File: config.mk
export PLATFORM = sky130hd
export DESIGN_NAME = forwarding_hazard_unit
export DESIGN_NICKNAME = d
export VERILOG_FILES = /design/src/rtl/forwarding_hazard_unit.sv
export SDC_FILE = /design/constraint.sdc
export NUM_CORES = 1
export LEC_CHECK = 0
export CAP_MARGIN = 10
export CORE_ASPECT_RATIO = 0.7
export CORE_MARGIN = 2
export CORE_UTILIZATION = 43
export CTS_CLUSTER_DIAMETER = 120
export DETAILED_ROUTE_END_ITERATION = 8
export PLACE_DENSITY = 0.75
export SLEW_MARGIN = 10
export SYNTH_ARGS = -nofsm -noshare
export SYNTH_HDL_FRONTEND = slang
export SYNTH_SLANG_ARGS = --single-unit
File: constraint.sdc
create_clock -name clk -period 1.7 [get_ports clk]
set_input_delay 0.34 -clock clk [delete_from_list [all_inputs] [get_ports clk]]
set_output_delay 0.34 -clock clk [all_outputs]
set_load 0.01 [all_outputs]
File: src/rtl/forwarding_hazard_unit.sv
// rtl/forwarding_hazard_unit.sv - EX-stage operand forwarding selectors, load-use stall and bubble control
module forwarding_hazard_unit #(
  parameter int NBits_Reg = 5,
  parameter int NBits_Cnt = 16
) (
  input  logic                 clk,
  input  logic                 reset,
  input  logic                 ID_Valid,
  input  logic [NBits_Reg-1:0] ID_Rs1,
  input  logic [NBits_Reg-1:0] ID_Rs2,
  input  logic [NBits_Reg-1:0] ID_Rd,
  input  logic                 ID_RegWrite,
  input  logic                 ID_MemRead,
  input  logic                 Flush,
  output logic [1:0]           Forward_A_Sel,
  output logic [1:0]           Forward_B_Sel,
  output logic                 Stall,
  output logic                 EX_Bubble,
  output logic [NBits_Cnt-1:0] Stall_Count
);

  localparam logic [1:0] SEL_RF  = 2'b00;
  localparam logic [1:0] SEL_WB  = 2'b01;
  localparam logic [1:0] SEL_ALU = 2'b10;

  logic                 r_ex_valid;
  logic [NBits_Reg-1:0] r_ex_rd;
  logic                 r_ex_regwrite;
  logic                 r_ex_memread;
  logic                 r_mem_valid;
  logic [NBits_Reg-1:0] r_mem_rd;
  logic                 r_mem_regwrite;
  logic [1:0]           r_fwd_a;
  logic [1:0]           r_fwd_b;
  logic                 r_ex_bubble;
  logic [NBits_Cnt-1:0] r_stall_cnt;

  logic       w_ex_writes;
  logic       w_mem_writes;
  logic       w_stall;
  logic       w_squash;
  logic [1:0] w_sel_a;
  logic [1:0] w_sel_b;

  // x0 is hardwired zero, so a slot targeting it never produces a value
  assign w_ex_writes  = r_ex_valid & r_ex_regwrite & (r_ex_rd != '0);
  assign w_mem_writes = r_mem_valid & r_mem_regwrite & (r_mem_rd != '0);

  assign w_stall = reset & ~Flush & ID_Valid & w_ex_writes & r_ex_memread &
                   ((r_ex_rd == ID_Rs1) | (r_ex_rd == ID_Rs2));
  assign w_squash = Flush | w_stall;

  // Youngest producer wins: EX slot checked before MEM slot
  always_comb begin
    w_sel_a = SEL_RF;
    w_sel_b = SEL_RF;
    if (ID_Valid) begin
      if (w_ex_writes && (r_ex_rd == ID_Rs1)) begin
        w_sel_a = SEL_ALU;
      end else if (w_mem_writes && (r_mem_rd == ID_Rs1)) begin
        w_sel_a = SEL_WB;
      end
      if (w_ex_writes && (r_ex_rd == ID_Rs2)) begin
        w_sel_b = SEL_ALU;
      end else if (w_mem_writes && (r_mem_rd == ID_Rs2)) begin
        w_sel_b = SEL_WB;
      end
    end
  end

  always_ff @(posedge clk) begin
    if (!reset) begin
      r_ex_valid     <= 1'b0;
      r_ex_rd        <= '0;
      r_ex_regwrite  <= 1'b0;
      r_ex_memread   <= 1'b0;
      r_mem_valid    <= 1'b0;
      r_mem_rd       <= '0;
      r_mem_regwrite <= 1'b0;
      r_fwd_a        <= SEL_RF;
      r_fwd_b        <= SEL_RF;
      r_ex_bubble    <= 1'b1;
    end else begin
      r_mem_valid    <= r_ex_valid;
      r_mem_rd       <= r_ex_rd;
      r_mem_regwrite <= r_ex_regwrite;
      if (w_squash) begin
        r_ex_valid    <= 1'b0;
        r_ex_rd       <= '0;
        r_ex_regwrite <= 1'b0;
        r_ex_memread  <= 1'b0;
        r_fwd_a       <= SEL_RF;
        r_fwd_b       <= SEL_RF;
        r_ex_bubble   <= 1'b1;
      end else begin
        r_ex_valid    <= ID_Valid;
        r_ex_rd       <= ID_Rd;
        r_ex_regwrite <= ID_RegWrite;
        r_ex_memread  <= ID_MemRead;
        r_fwd_a       <= w_sel_a;
        r_fwd_b       <= w_sel_b;
        r_ex_bubble   <= ~ID_Valid;
      end
    end
  end

  always_ff @(posedge clk) begin
    if (!reset) begin
      r_stall_cnt <= '0;
    end else if (w_stall && (r_stall_cnt != '1)) begin
      r_stall_cnt <= r_stall_cnt + NBits_Cnt'(1);
    end
  end

  assign Forward_A_Sel = r_fwd_a;
  assign Forward_B_Sel = r_fwd_b;
  assign Stall         = w_stall;
  assign EX_Bubble     = r_ex_bubble;
  assign Stall_Count   = r_stall_cnt;

endmodule

**Word level (Yosys, flattened, before mapping)**

Index checks and enable logic that the tools add are counted.

- Flip-flop bits (word level): 36
- Output and inout port bits: 22

- Equality and inequality tests: 5
- Add/sub/neg operators: 1
- Reductions and logical operators: 11
- Bitwise gates (word level): 14
- Muxes and demuxes: 4

Operators with widths:

| kind | number |
|---|---|
| == test 5 bit | 4 |
| adder 16 x 1 -> 16 bit, second input constant | 1 |
| != test 16 bit, second input constant | 1 |
| nonzero test 5 bit | 2 |
| bitwise AND 1 bit | 9 |
| OR reduction 4 bit | 2 |
| logical AND 1 bit | 5 |
| two-way mux 2 bit | 2 |
| NOT 1 bit | 3 |
| OR reduction 3 bit | 1 |
| two-way mux 1 bit | 2 |
| OR 1 bit | 2 |
| OR reduction 2 bit | 1 |

**Longest topological paths before layout**

Gate-level depths: netlist (run 1).

- Word-level depth: 8
- Mapped depth: 7

**Least setup slack after synthesis (run 1)**

OpenSTA, ideal clock, no wires.

- Path type: register to output
- From: reg r_ex_rd[0]
- To: out Stall
- Path slack: -163 ps
- Stages on the path, launching flop included: 6
- Data arrival time: 1523 ps
- Cells stage by stage: dfxtp_1 or3_1 o311a_1 and3_4 buf_6 and2_2

- Longest elaborated chain between the ends: 5
- Elaborated cells on any way between the ends: 8
- Those cells by class: 2 x eq/ne; 5 x bitwise; 1 x reduce/logical

RTL lines:

| element | line | text |
|---|---|---|
| from (decl) | 27 | `logic [NBits_Reg-1:0] r_ex_rd;` |
| from (signal assigned) | 97 | `r_ex_rd <= ID_Rd;` |
| nonzero test 5 bit | 46 | `assign w_ex_writes = r_ex_valid & r_ex_regwrite & (r_ex_rd != '0);` |
| bitwise AND 1 bit | 46 |  |
| bitwise AND 1 bit (2 in series) | 49 | `assign w_stall = reset & ~Flush & ID_Valid & w_ex_writes & r_ex_memread &` |
| bitwise AND 1 bit (*) | 49 |  |
| to (decl) | 17 | `output logic Stall,` |

Every way passes the cells marked *; elsewhere a longest branch is shown, timed or not.

**Worst setup path in the final report (run 1)**

- From: reg r_ex_rd[1]
- To: reg r_stall_cnt[4] (netlist: Stall_Count[4])

- Longest elaborated chain between the ends: 6
- Elaborated cells on any way between the ends: 9
- Those cells by class: 2 x eq/ne; 5 x bitwise; 2 x reduce/logical

RTL lines:

| element | line | text |
|---|---|---|
| nonzero test 5 bit | 46 |  |
| bitwise AND 1 bit | 46 |  |
| bitwise AND 1 bit (2 in series) | 49 |  |
| bitwise AND 1 bit (*) | 49 |  |
| logical AND 1 bit (*) | 110 | `end else if (w_stall && (r_stall_cnt != '1)) begin` |
| to (signal assigned) | 111 | `r_stall_cnt <= r_stall_cnt + NBits_Cnt'(1);` |
| to (decl) | 36 | `logic [NBits_Cnt-1:0] r_stall_cnt;` |

Marked as above.
A chain may end at the register's enable or synchronous reset.

==> out/qor.csv, run 1 <==
stage;metric;value;unit
sta;sum of negative setup slack;-7000;ps
power;PwrDens;610.0;mW/mm^2
synth;register bit total from synthesis;36;
power;Total Power;1.828;mW
setup_path;CP max stage delay;360;ps
cts;# hold bufs at CTS;0;
place;Inst Count DP;307;
sta;final setup violation count;30;
cts;Root Buffer Master;clkbuf_8;
sta;Max Fclk;0.4848;GHz
cts;Clk Latency, worst-skew pair;290;ps
hold_path;Hold Path Stages;1;
place;port bufs;42;
sta;RSZ-0062 raised after global routing;yes;
synth;Post-Syn Area;0.001672;sq mm
drt;Detailed Routing Iterations Pass 1;4;
synth;syn_area_per_cell;9.607;sq um
grt;GR Overflow Total;0;
sta;Slew Viols, Final;0;
grt;vias in the first global route;1913;
drt;DRC Markers;0;
setup_path;Critical path buffers and inverters;2;
synth;Syn Nets;196;
sta;Slew @ Worst Pin;652.0;ps
sta;Max Clock Skew;4.264;ps
place;hpwl dp;3512;microns
setup_path;WP data arrival;2270;ps
finish;final cell count without fillers;328;
finish;post-layout util;0.8264;
sta;Worst Hold Slack;488.5;ps
finish;Fill cells;191;
power;worst vdd ir;0.5597;mV
status;failing checks;setup timing;
finish;commonest non-fill, non-tap cell in the layout;buf_4;
hold_path;Hold Path Sink;r_mem_valid;
cts;CTS clock-pin slew for the worst setup and hold paths;70;ps
synth;number of library cell types mapped by synthesis;40;
flow_run;max-cap viol count;0;
drt;wire per inst;20.35;microns
floorplanning;DIE AREA;0.004410;sq mm
cts;Sink Count;36;
finish;commonest non-fill, non-tap cells in the layout;buf_4, dfxtp_1, clkdlybuf4s50_1;
synth;EDFF count, synth;0;
sta;final worst path period need;2063;ps
floorplanning;Die X;78.52;microns
setup_path;Worst R2R Start;r_ex_rd[1];
drt;ANT nets after route;0;
setup_path;required time worst endpoint;1910;ps
floorplanning;die height;56.17;microns
floorplanning;# IOs;43;
setup_path;cell mode on critical path;buf_4;
synth;Post-synth top flop;dfxtp_1;
setup_path;CP Class;reg2reg;
drt;DR iter-0 viols;172;
setup_path;Worst R2R End;Stall_Count[4];
finish;Nets;299;
drt;via count;1852;
grt;largest net degree at the start of global routing;20;
synth;YS warnings;0;
setup_path;worst-path maximum fanout;4;
floorplanning;initial core utilization;0.4610;
sta;Slew HR;0.5620;
place;Placer Congestion;0.9670;
grt;initial antenna violation count;0;
cts;Longest Clk Path Bufs;2;
setup_path;CP cell instances;or3_1 > o311a_1 > buf_4 > o2111a_2 > o211ai_1 > buf_4 > o21ai_0 > a21oi_1;
hold_path;Worst Hold Class;reg2reg;
setup_path;cells on worst reg2reg path;8;
setup_path;Critical-path top delay cell;or3_1;
cts;CTS tree;done;
hold_path;Hold Startpoint;r_ex_valid;
sta;crit share post-route;1.213;
grt;first-pass GRT wire length;9080;microns
status;status;finished, violations left;
drt;Vias/cell;5.646;
finish;antenna cells;0;
sta;final setup margin;-362.7;ps
drt;Detailed Route WL;6674;microns
sta;Final Hold Viols;0;
setup_path;cell family with most CP delay;compound AO/OA/AOI/OAI gates;
synth;sequential-to-total area share from yosys stat;0.4311;
floorplanning;Site Rows;18;
finish;post-synthesis to final-layout area growth;79.27;%
setup_path;Reg2Reg Setup Slack;-360;ps
setup_path;CP Launch Type;flip-flop;
finish;ratio of cells with drive above 1 in the final layout;0.4101;
synth;Syn Inst Count;174;
power;total leakage power;1.182;nW
synth;async set-or-reset flop fraction in the synthesized netlist;0;
floorplanning;core box area;0.003626;sq mm
setup_path;Worst Setup End Kind;flip-flop;
grt;Total Routing Usage GR;0.2717;
cts;CTS buffer count;5;
cts;H-tree depth;2;
[report_power, final]
group	internal, mW	switching, mW	total, mW
Sequential	0.856	0.0135	0.869
Clock	0.435	0.297	0.731
Combinational	0.118	0.109	0.227
[sequential cells by signal (all words and copies together), names as in the netlist, 2 cells and up]
| register | flops |
|---|---|
| r_ex_rd | 5 |
| Stall_Count | 16 |
| Forward_B_Sel | 2 |
| r_mem_rd | 5 |
| Forward_A_Sel | 2 |
[final cells by class]
type	count	area, sq um	area share
repair buffers	99	934.6	0.3119
clock buffers	6	72.57	0.02422
multi-input cells	130	1140	0.3804
flip-flops and latches	36	733.2	0.2447
clock inverters	2	35.03	0.01169
inverters	5	18.77	0.006263
well taps	50	62.56	0.02088
[layer usage]
metal / up-vias / GRT usage / part of all wire
li1: 818 / - / -
met1: 884 / 0.3260 / 0.39
met2: 119 / 0.4286 / 0.47
met3: 31 / 0.07305 / 0.10
met4: 0 / 0.1754 / 0.046
met5: - / 0 / 0
[logic make-up after synthesis]
| logic type | after synthesis | share of synthesized area |
|---|---|---|
| adders and majority gates | 1 | 0.007484 |
| DFF | 36 | 0.4311 |
| xor gates and xnor gates | 25 | 0.1310 |
| muxes | 3 | 0.01796 |
| and+or+nand+nor | 73 | 0.2560 |
| AOI/OAI and AO/OA | 27 | 0.1295 |
| buffers and inverters | 9 | 0.02694 |
[how the worst max path moves through the flow]
stage	from	endpoint	slack, ps	cells after the start
2_1_floorplan	r_ex_rd[0]	Stall	-100	5
6_report	r_ex_rd[1]	Stall_Count[4]	-360	8
5_1_grt	r_ex_rd[1]	Stall_Count[4]	-420	8
3_3_place_gp	ID_Rs1[2]	Stall	-770	6
3_5_place_dp	ID_Rs2[1]	Stall	-790	6
4_1_cts	r_ex_rd[1]	Stall	-310	5
[metrics by stage]
stage	setup slack [ps]	instance area, sq um
finish	-362.7	2997
global route	-416.6	2997
CTS	-313.1	2867
detailed placement	-793.5	2490
global placement	-768.8	2490
floorplan	-104.1	1699
[Yosys cell counts (3+ instances only)]
master | number | share of area
inv_1 | 4 | 0.0090
nand2_1 | 15 | 0.034
nor3_1 | 4 | 0.012
o211ai_1 | 5 | 0.022
a21oi_1 | 4 | 0.012
nor2_1 | 8 | 0.018
xor2_1 | 12 | 0.063
or3_1 | 4 | 0.015
nand4_1 | 5 | 0.019
o31ai_1 | 3 | 0.013
xnor2_1 | 13 | 0.068
and2_1 | 15 | 0.056
nand3_1 | 5 | 0.015
mux2i_1 | 3 | 0.018
o21ai_0 | 3 | 0.0090
dfxtp_1 | 36 | 0.43
nand2b_1 | 3 | 0.011
[timing repair]
item                                    4_1_cts  5_1_grt
pin swaps                                    24       17
cloned                                        1        0
endpoints found under the setup margin       28       32
setup buffers                                 9        5
resized for setup                            56       21
Note: power is estimated with default switching activity, not from simulation.
==> run 2: changes to the inputs <==
- RECOVER_POWER: unset -> 100
==> run 2 against run 1 <==
  * The flow still finishes with violations (setup timing)
  * Clock power about the same
  * Die area unchanged
  * Combinational power about the same
  * Sequential share of layout area up 0.29 points
  * Sequential power about the same
  * Count of clock-buffer cells in the layout unchanged
  * First-iteration DRC count up 12%
  * Utilization down 1.2 points
==> out/qor.csv, run 2 (synthesis gave the netlist of run 1 again) <==
stage;metric;value;unit;change
status;status;finished, violations left;;
status;failing checks;setup timing;;
setup_path;cells on worst reg2reg path;8;;unchanged
power;PwrDens;619.5;mW/mm^2;+1.6%
grt;Total Routing Usage GR;0.2717;;unchanged
hold_path;Hold Path Stages;1;;unchanged
setup_path;required time worst endpoint;1920;ps;about the same
sta;crit share post-route;1.207;;-0.006341
finish;commonest non-fill, non-tap cell in the layout;dfxtp_1;;
grt;met1 Track Usage GR;0.3260;;unchanged
hold_path;Hold Path Sink;r_mem_valid;;
drt;ANT nets after route;0;;unchanged
place;Placer Congestion;0.9670;;unchanged
grt;initial antenna violation count;0;;unchanged
hold_path;Hold Startpoint;r_ex_valid;;
finish;Largest register FFs;16;;unchanged
setup_path;worst-path maximum fanout;4;;unchanged
floorplanning;DIE AREA;0.004410;sq mm;unchanged
sta;Max Clock Skew;5.327;ps;+1.064 ps
drt;Vias/cell;5.747;;+1.8%
finish;post-layout util;0.8140;;-0.01242
grt;vias in the first global route;1913;;unchanged
hold_path;Worst Hold Class;reg2reg;;
grt;GRT busiest layer;met2;;
finish;antenna cells;0;;unchanged
power;worst vdd ir;0.5573;mV;-0.42%
place;Inst Count DP;307;;unchanged
cts;# hold bufs at CTS;0;;unchanged
finish;ratio of cells with drive above 1 in the final layout;0.3741;;-0.03597
sta;final worst path period need;2052;ps;-10.78 ps
place;hpwl dp;3512;microns;unchanged
cts;Longest Clk Path Bufs;2;;unchanged
finish;commonest non-fill, non-tap cells in the layout;dfxtp_1, buf_4, clkdlybuf4s50_1;;
sta;final setup violation count;30;;unchanged
sta;Slew Viols, Final;0;;unchanged
setup_path;cell mode on critical path;buf_4;;
grt;first-pass GRT wire length;9080;microns;unchanged
power;Total Power;1.828;mW;about the same
cts;H-tree depth;2;;unchanged
setup_path;CP Class;reg2reg;;
setup_path;Critical-path top delay cell;or3_1;;
sta;Max Fclk;0.4873;GHz;+0.53%
grt;GR Overflow Total;0;;unchanged
setup_path;WP data arrival;2270;ps;about the same
drt;DR iter-0 viols;193;;+12%
drt;via count;1885;;+1.8%
finish;post-synthesis to final-layout area growth;76.57;%;
grt;met2 Use GR;0.4286;;unchanged
grt;largest net degree at the start of global routing;20;;unchanged
floorplanning;Site Rows;18;;unchanged
flow_run;max-cap viol count;0;;unchanged
cts;Clk Latency, worst-skew pair;290;ps;about the same
sta;final setup margin;-352.0;ps;+10.78 ps
power;total leakage power;1.134;nW;-4.1%
setup_path;CP cell instances;or3_1 > o311a_1 > buf_4 > o2111a_2 > o211ai_1 > buf_4 > o21ai_0 > a21oi_1;;
cts;CTS clock-pin slew for the worst setup and hold paths;70;ps;about the same
setup_path;Worst Setup End Kind;flip-flop;;
place;port bufs;42;;unchanged
place;DP Area;0.002490;sq mm;unchanged
drt;DRC Markers;0;;unchanged
cts;CTS tree;done;;
sta;Slew @ Worst Pin;877.7;ps;+225.7 ps
drt;Detailed Route WL;6660;microns;-0.21%
finish;Fill cells;211;;+10%
floorplanning;die height;56.17;microns;unchanged
finish;post-route cell area;0.002952;sq mm;-1.5%
drt;wire per inst;20.30;microns;-0.21%
floorplanning;core box area;0.003626;sq mm;unchanged
sta;Slew HR;0.4149;;-0.1471
finish;Nets;299;;unchanged
setup_path;Worst R2R End;Stall_Count[4];;
setup_path;Critical path buffers and inverters;2;;unchanged
floorplanning;Die X;78.52;microns;unchanged
cts;Sink Count;36;;unchanged
drt;Detailed Routing Iterations Pass 1;5;;+1
floorplanning;initial core utilization;0.4610;;unchanged
setup_path;cell family with most CP delay;compound AO/OA/AOI/OAI gates;;
finish;final cell count without fillers;328;;unchanged
cts;Root Buffer Master;clkbuf_8;;
sta;Final Hold Viols;0;;unchanged
setup_path;CP max stage delay;370;ps;about the same
setup_path;Reg2Reg Setup Slack;-350;ps;about the same
grt;met3 Resource Use GR;0.07305;;unchanged
sta;RSZ-0062 raised after global routing;yes;;
setup_path;CP Launch Type;flip-flop;;
floorplanning;# IOs;43;;unchanged
setup_path;Worst R2R Start;r_ex_rd[1];;
cts;CTS buffer count;5;;unchanged
==> run 2: how the worst max path moves through the flow <==
stage	depth (start not counted)	slack [ps]	from	endpoint
floorplan	5	-100	r_ex_rd[0]	Stall
global placement	6	-770	ID_Rs1[2]	Stall
detailed placement	6	-790	ID_Rs2[1]	Stall
CTS	5	-310	r_ex_rd[1]	Stall
global route	8	-410	r_ex_rd[1]	Stall_Count[4]
finish	8	-350	r_ex_rd[1]	Stall_Count[4]
==> run 2: metrics by stage <==
stage | worst slack (ps) | hold slack, ps | TNS (ps)
3_5_place_dp | -793.5 | 448.2 | -13740
4_1_cts | -313.1 | 463.9 | -3571
6_report | -352.0 | 490.5 | -7128
2_1_floorplan | -104.1 | 430.4 | -807.1
5_1_grt | -411.4 | 503.2 | -9011
3_3_place_gp | -768.8 | 445.0 | -11850
==> run 2: metal layers <==
| layer | wire length, microns | vias up |
|---|---|---|
| met2 | 3116 | 120 |
| met1 | 2762 | 910 |
| li1 | - | 821 |
| met5 | 0 | - |
| met3 | 472 | 34 |
| met4 | 309 | 0 |
==> run 2: layout make-up <==
type | instances | area [sq um] | share of cell area
Tap cell | 50 | 62.56 | 0.02120
Inverter | 5 | 18.77 | 0.006359
Sequential cell | 36 | 730.7 | 0.2476
Clock buffer | 6 | 72.57 | 0.02459
Clock inverter | 2 | 35.03 | 0.01187
Multi-Input combinational cell | 130 | 1140 | 0.3862
Timing Repair Buffer | 99 | 892.1 | 0.3022
==> run 2: where the power goes <==
| part | leakage (nW) | switching (mW) | internal [mW] |
|---|---|---|---|
| sequential | 0.295 | 0.0135 | 0.856 |
| clock | 0.0552 | 0.298 | 0.435 |
| combinational | 0.784 | 0.109 | 0.117 |
| total | 1.13 | 0.421 | 1.41 |
==> run 2: worst register-to-register path, stage by stage, from the launching register on <==
cell,delay (ps)
dfxtp_2,320
or3_1,370
o311a_1,330
buf_4,170
o2111a_2,180
o211ai_1,200
buf_4,190
o21ai_0,90
a21oi_1,160
==> run 2: repair_timing <==
item | 4_1_cts | 5_1_grt
pin swaps | 24 | 17
setup endpoints to repair | 28 | 32
cloned | 1 | 0
gates resized for setup | 56 | 21
buffers inserted | 9 | 5
